## src/rtl/ula_pkg.sv

```systemverilog
// Shared opcodes, FSM states and datapath modes for the multi-cycle ULA.
package ula_pkg;

    localparam logic [3:0] OP_SOMA = 4'b0000;
    localparam logic [3:0] OP_SUB  = 4'b0001;
    localparam logic [3:0] OP_AND  = 4'b0010;
    localparam logic [3:0] OP_OR   = 4'b0011;
    localparam logic [3:0] OP_XOR  = 4'b0100;
    localparam logic [3:0] OP_NOT  = 4'b0101;
    localparam logic [3:0] OP_SHL  = 4'b0110;
    localparam logic [3:0] OP_SHR  = 4'b0111;
    localparam logic [3:0] OP_MUL  = 4'b1000;
    localparam logic [3:0] OP_DIV  = 4'b1001;
    localparam logic [3:0] OP_MOD  = 4'b1010;

    localparam logic MODO_MUL = 1'b0;
    localparam logic MODO_DIV = 1'b1;

    typedef enum logic {
        OCIOSO = 1'b0,
        CALC   = 1'b1
    } estado_t;

endpackage

```

## src/rtl/ula_muldiv.sv

```systemverilog
// Iterative datapath: shift-add multiply or restoring divide, one bit per clock.
// Outputs are the values the current iteration produces, so they are final while fim=1.
module ula_muldiv
    import ula_pkg::*;
#(
    parameter int WIDTH = 4
) (
    input  logic               clk,
    input  logic               rst_n,
    input  logic               carga,
    input  logic               modo,
    input  logic [WIDTH-1:0]   a,
    input  logic [WIDTH-1:0]   b,
    output logic [2*WIDTH-1:0] produto,
    output logic [WIDTH-1:0]   quociente,
    output logic [WIDTH-1:0]   resto,
    output logic               fim
);

    localparam int CW = $clog2(WIDTH);

    logic               ativo;
    logic               modo_r;
    logic [CW-1:0]      cnt;
    logic [2*WIDTH-1:0] acc;
    logic [2*WIDTH-1:0] mcand;
    logic [WIDTH-1:0]   mplier;
    logic [WIDTH-1:0]   rem_r;
    logic [WIDTH-1:0]   quo_r;
    logic [WIDTH-1:0]   div_r;
    logic [WIDTH:0]     desloc;
    logic [WIDTH:0]     dif;
    logic               cabe;

    // Dividend bits enter the partial remainder MSB first through quo_r.
    assign desloc    = {rem_r, quo_r[WIDTH-1]};
    assign dif       = desloc - {1'b0, div_r};
    assign cabe      = ~dif[WIDTH];
    assign resto     = cabe ? dif[WIDTH-1:0] : desloc[WIDTH-1:0];
    assign quociente = {quo_r[WIDTH-2:0], cabe};
    assign produto   = acc + (mplier[0] ? mcand : '0);
    assign fim       = ativo && (cnt == '0);

    always_ff @(posedge clk or negedge rst_n) begin
        if (!rst_n) begin
            ativo  <= 1'b0;
            modo_r <= MODO_MUL;
            cnt    <= '0;
            acc    <= '0;
            mcand  <= '0;
            mplier <= '0;
            rem_r  <= '0;
            quo_r  <= '0;
            div_r  <= '0;
        end else if (carga) begin
            ativo  <= 1'b1;
            modo_r <= modo;
            cnt    <= CW'(WIDTH - 1);
            acc    <= '0;
            mcand  <= {{WIDTH{1'b0}}, a};
            mplier <= b;
            rem_r  <= '0;
            quo_r  <= a;
            div_r  <= b;
        end else if (ativo) begin
            if (modo_r == MODO_MUL) begin
                acc    <= produto;
                mcand  <= mcand << 1;
                mplier <= mplier >> 1;
            end else begin
                rem_r <= resto;
                quo_r <= quociente;
            end
            if (cnt == '0) ativo <= 1'b0;
            else           cnt   <= cnt - 1'b1;
        end
    end

endmodule

```

## src/rtl/ula_multiciclo.sv

```systemverilog
// Registered ULA: single-cycle logic/arith ops plus iterative mul/div/mod.
// Handshake: inicio is taken on an edge where ocupado=0; valido pulses one cycle when saida/erro/zero update.
module ula_multiciclo
    import ula_pkg::*;
#(
    parameter int WIDTH = 4
) (
    input  logic               clk,
    input  logic               rst_n,
    input  logic               inicio,
    input  logic [3:0]         switchs,
    input  logic [WIDTH-1:0]   A,
    input  logic [WIDTH-1:0]   B,
    output logic [2*WIDTH-1:0] saida,
    output logic               valido,
    output logic               ocupado,
    output logic               erro,
    output logic               zero
);

    localparam int SH = $clog2(WIDTH);
    localparam int W2 = 2 * WIDTH;

    estado_t         estado, estado_nx;
    logic [3:0]      op_r;
    logic [W2-1:0]   a_ext, b_ext, res_sc, res_nx;
    logic [SH:0]     desl;
    logic            erro_sc, erro_nx, multi, carga, ld;
    logic [W2-1:0]   produto;
    logic [WIDTH-1:0] quociente, resto;
    logic            fim;

    assign a_ext   = {{WIDTH{1'b0}}, A};
    assign b_ext   = {{WIDTH{1'b0}}, B};
    assign desl    = B[SH:0];
    assign ocupado = (estado == CALC);

    always_comb begin
        res_sc  = '0;
        erro_sc = 1'b0;
        multi   = 1'b0;
        case (switchs)
            OP_SOMA: res_sc = a_ext + b_ext;
            OP_SUB:  res_sc = a_ext - b_ext;
            OP_AND:  res_sc = a_ext & b_ext;
            OP_OR:   res_sc = a_ext | b_ext;
            OP_XOR:  res_sc = a_ext ^ b_ext;
            OP_NOT:  res_sc = {{WIDTH{1'b0}}, ~A};
            OP_SHL:  res_sc = a_ext << desl;
            OP_SHR:  res_sc = a_ext >> desl;
            OP_MUL:  multi  = 1'b1;
            OP_DIV, OP_MOD: begin
                // A zero divisor never enters the iterative path.
                if (B == '0) begin
                    res_sc  = '1;
                    erro_sc = 1'b1;
                end else begin
                    multi = 1'b1;
                end
            end
            default: erro_sc = 1'b1;
        endcase
    end

    ula_muldiv #(.WIDTH(WIDTH)) u_muldiv (
        .clk       (clk),
        .rst_n     (rst_n),
        .carga     (carga),
        .modo      ((switchs == OP_MUL) ? MODO_MUL : MODO_DIV),
        .a         (A),
        .b         (B),
        .produto   (produto),
        .quociente (quociente),
        .resto     (resto),
        .fim       (fim)
    );

    always_comb begin
        estado_nx = estado;
        carga     = 1'b0;
        ld        = 1'b0;
        res_nx    = '0;
        erro_nx   = 1'b0;
        case (estado)
            OCIOSO: begin
                if (inicio) begin
                    if (multi) begin
                        carga     = 1'b1;
                        estado_nx = CALC;
                    end else begin
                        ld      = 1'b1;
                        res_nx  = res_sc;
                        erro_nx = erro_sc;
                    end
                end
            end
            CALC: begin
                if (fim) begin
                    ld        = 1'b1;
                    estado_nx = OCIOSO;
                    case (op_r)
                        OP_MUL:  res_nx = produto;
                        OP_DIV:  res_nx = {resto, quociente};
                        default: res_nx = {{WIDTH{1'b0}}, resto};
                    endcase
                end
            end
            default: estado_nx = OCIOSO;
        endcase
    end

    always_ff @(posedge clk or negedge rst_n) begin
        if (!rst_n) begin
            estado <= OCIOSO;
            op_r   <= OP_SOMA;
            saida  <= '0;
            valido <= 1'b0;
            erro   <= 1'b0;
            zero   <= 1'b1;
        end else begin
            estado <= estado_nx;
            valido <= ld;
            if (carga) op_r <= switchs;
            if (ld) begin
                saida <= res_nx;
                erro  <= erro_nx;
                zero  <= (res_nx == '0);
            end
        end
    end

endmodule

```

## config.mk

```make
export PLATFORM = sky130hd
export DESIGN_NAME = ula_multiciclo
export DESIGN_NICKNAME = d
export VERILOG_FILES = /design/src/rtl/ula_pkg.sv /design/src/rtl/ula_muldiv.sv /design/src/rtl/ula_multiciclo.sv
export SDC_FILE = /design/constraint.sdc
export NUM_CORES = 1
export LEC_CHECK = 0
export CAP_MARGIN = 20
export CORE_AREA = 3 3 129 131
export CTS_BUF_LIST = sky130_fd_sc_hd__clkbuf_4 sky130_fd_sc_hd__clkbuf_8 sky130_fd_sc_hd__clkbuf_16
export CTS_CLUSTER_SIZE = 30
export DETAILED_ROUTE_END_ITERATION = 8
export DIE_AREA = 0 0 132 134
export PLACE_DENSITY = 0.5
export SYNTH_ARGS = -nofsm -noshare
export SYNTH_HDL_FRONTEND = slang
export SYNTH_SLANG_ARGS = --single-unit
```

## constraint.sdc

```tcl
create_clock -name clk -period 2.9 [get_ports clk]
set_input_delay 0.58 -clock clk [delete_from_list [all_inputs] [get_ports clk]]
set_output_delay 0.58 -clock clk [all_outputs]
set_load 0.02 [all_outputs]
```

==> run summary <==
Status: complete, no violations
Flop pwr share: 29.8%
DIE WIDTH: 132 um
Clock Tree Root: clkbuf_16
Fmax: 353 MHz
PnR worst setup slack: 68.8 ps
Distinct cells, synth: 72
WL/cell: 15.6 um
Most frequent CP cell: inv_1
Global-route wire length before repair: 19600 um
Syn nets: 502
Starting Density: 24.6%
VDD IR max: 385 uV
# IOs: 27
Tot GR Track Use: 13.5%
CORE AREA: 15700 um^2
Chip Height: 134 um
Layout net count: 591
Sw Pwr: 0.00185 W
Class of the worst hold path: input pin to async pin
Final period util: 97.6%
Routability congestion estimate: 0.902
Sw Share: 42.2%
CP top delay family: compound AO/OA/AOI/OAI gates
Fin. Hold Viols: 0
CTS tree: yes
Place WS: -366 ps
Largest net degree at the start of global routing: 40
PortBufs: 26
Max_slew headroom: 37.9%
Top cells by area, synth: dfrtp_1 (33%), ha_1 (8.1%), nand2_1 (7.6%), a21oi_1 (5.2%), nor2_1 (2.6%)
Clock Sink Count: 52
Routed vias: 3599
Combinational power share: 54.7%
Overflow after GRT: 0
Ys Warns: 0
CP required: 3120 ps
Register area: 1300 um^2
Clock power frac: 15.5%
Max cap viols: 0
Via density per instance: 4.71
Drt initial violations: 313
Number of synthesized register bits: 52
Share of flip-flops with an asynchronous set or reset: 100%
Router iterations before antenna repair: 4
Ys flop type: dfrtp_1
CTS H-tree depth: 2
Max FO, Critical Path: 4
Total wire length: 12000 um
Diode count: 0
Row cnt: 46
DP Wirelength: 9070 um
Total CTS buffers: 5
EDFF count, synth: 0
Clk Latency, worst-skew pair: 290 ps
Critical path class: register to register
Power Density: 831 nW/um^2
CP max stage delay: 410 ps
Mapped Cells: 458
Crit path DAT: 3050 ps
Post-synth top area share: 33.1%
Worst Skew: 5.39 ps
Footprint of the multi-input gates: 2510 um^2
CP max-delay cell: or3_4
Worst Path Buf+Inv: 2
Register area share after synthesis: 33.8%
Crit path launch type: register
RSZ-0062 raised after global routing: true
DIE AREA: 17700 um^2
Power, Total: 0.00437 W
Worst-path cell chain: inv_1, ha_2, inv_1, fa_2, and3_4, or3_4, a21bo_1, a2111oi_4, a311oi_2, nand3_1, nor4_2, a32o_1
Antenna violations before repair: 0
Slew @ Worst Pin: 931 ps
Final core occ: 33.5%
Layout cells sized above 1: 25.4%
Synthesis-to-layout area growth: 36.4%
Lkg Pwr: 2.42 nW
Minimum clock period after layout: 2830 ps
DRC viols: 0
Post-route ant nets: 0
# setup viols final: 0
Fin. max-slew vios: 0
# hold bufs at CTS: 0
Vias in the first global route: 3640
Deepest clock path buffer count: 2
Synthesized area per cell: 8.42 um^2
Internal Power: 0.00252 W
Clk slew on worst S/H paths: 70 ps
Layout filler cell count: 1653
Post-synthesis cell area: 3860 um^2
Area leader, netlist: dfrtp_1
CP Capture Type: register
per-layer routing:
| metal | up-vias | track usage, % | wire length (um) |
|---|---|---|---|
| met1 | 1747 | 18.4 | 5630 |
| met3 | 14 | 1.80 | 284 |
| met5 | - | 0 | 0 |
| met4 | 0 | 3.33 | 245 |
| met2 | 51 | 22.8 | 5790 |
| li1 | 1787 | - | - |
layout make-up:
class,count,area share (%)
Multi-Input combinational cell,353,47.7
Sequential cell,52,24.8
Timing Repair Buffer,108,17.3
Tap cell,216,5.14
Clock buffer,6,2.52
Inverter,27,1.93
Clock inverter,2,0.666
cells in the mapped netlist, drive strengths merged, types with 10 or more instances:
cell type and number:
a21oi 40, clkbuf 11, o21ai 23, inv 27, a211oi 10, mux2i 11
ha 25, nor2 27, dfrtp 51, nand2 79, nor3 10, and2 13
buf 15
per-stage QoR:
step	cells	hold WS, ps	setup TNS [ps]	instance area (um^2)
after floorplan	458	284	0	3860
after global placement	750	466	-611	4840
after detailed placement	750	472	-896	4840
after CTS	760	453	0	5060
after global routing	764	497	-107	5260
final	764	434	0	5260
power by group through the flow:
stage	sequential [W]	combinational [W]	clock (W)
2_1_floorplan	0.00130	0.00137	0
3_3_place_gp	0.00130	0.00212	0
3_5_place_dp	0.00131	0.00216	0
4_1_cts	0.00130	0.00220	0.000699
5_1_grt	0.00135	0.00265	0.000731
6_report	0.00130	0.00239	0.000676
placed cells by master, fill, tap and decap left out, types with 4 or more instances in the layout:
| cell | n |
|---|---|
| nand3_1 | 7 |
| a31oi_1 | 7 |
| dfrtp_1 | 51 |
| a21o_1 | 8 |
| nand2_1 | 77 |
| buf_4 | 77 |
| nor3_1 | 7 |
| inv_1 | 23 |
| xnor2_1 | 6 |
| nor2_1 | 27 |
| clkbuf_16 | 5 |
| ha_1 | 19 |
| inv_2 | 4 |
| mux2i_1 | 10 |
| and2_1 | 12 |
| nor2b_1 | 7 |
| a211oi_1 | 7 |
| o21ai_0 | 16 |
| clkdlybuf4s50_1 | 19 |
| dlymetal6s2s_1 | 5 |
| a21oi_1 | 36 |
| buf_6 | 4 |
| o21ai_1 | 6 |
| nand2b_1 | 9 |
| a21oi_2 | 4 |
flip-flops by register name, indices dropped and copies added, names as in the netlist:
register,count
u_muldiv.ativo,1
ocupado,1
zero,1
u_muldiv.mcand,8
saida,8
u_muldiv.div_r,4
u_muldiv.cnt,2
op_r,4
u_muldiv.acc,8
u_muldiv.quo_r,4
u_muldiv.modo_r,1
u_muldiv.mplier,4
valido,1
u_muldiv.rem_r,4
erro,1
cell families after synthesis:
| family | count (synthesis) | share of synthesized area [%] |
|---|---|---|
| DFF | 52 | 33.8 |
| adders and majority gates | 30 | 10.4 |
| muxes | 14 | 3.83 |
| and+or+nand+nor | 171 | 21.3 |
| AOI/OAI and AO/OA | 128 | 22.2 |
| buffers and inverters | 53 | 6.03 |
| xor gates and xnor gates | 10 | 2.47 |
path summary, 6_finish.rpt:
check	start	end	slack (ps)	depth (start not counted)
max reg2reg	u_muldiv.quo_r[3]$_DFFE_PN0P_	zero$_DFFE_PN1P_	70	12
min reg2reg	saida[6]$_DFFE_PN0P_	saida[6]$_DFFE_PN0P_	490	2
max in group asynchronous	rst_n	u_muldiv.cnt[1]$_DFFE_PN0P_	1800	2
max	u_muldiv.quo_r[3]$_DFFE_PN0P_	zero$_DFFE_PN1P_	70	12
min in group clk	saida[6]$_DFFE_PN0P_	saida[6]$_DFFE_PN0P_	490	2
min	rst_n	u_muldiv.mcand[6]$_DFFE_PN0P_	430	1
what timing repair did:
item / in CTS / in global routing
cloned: 0 / 0
setup buffers: 2 / 4
gates resized for setup: 7 / 41
pin swaps: 6 / 10
endpoints found under the setup margin: 1 / 4
(Power assumes the default switching activity.)
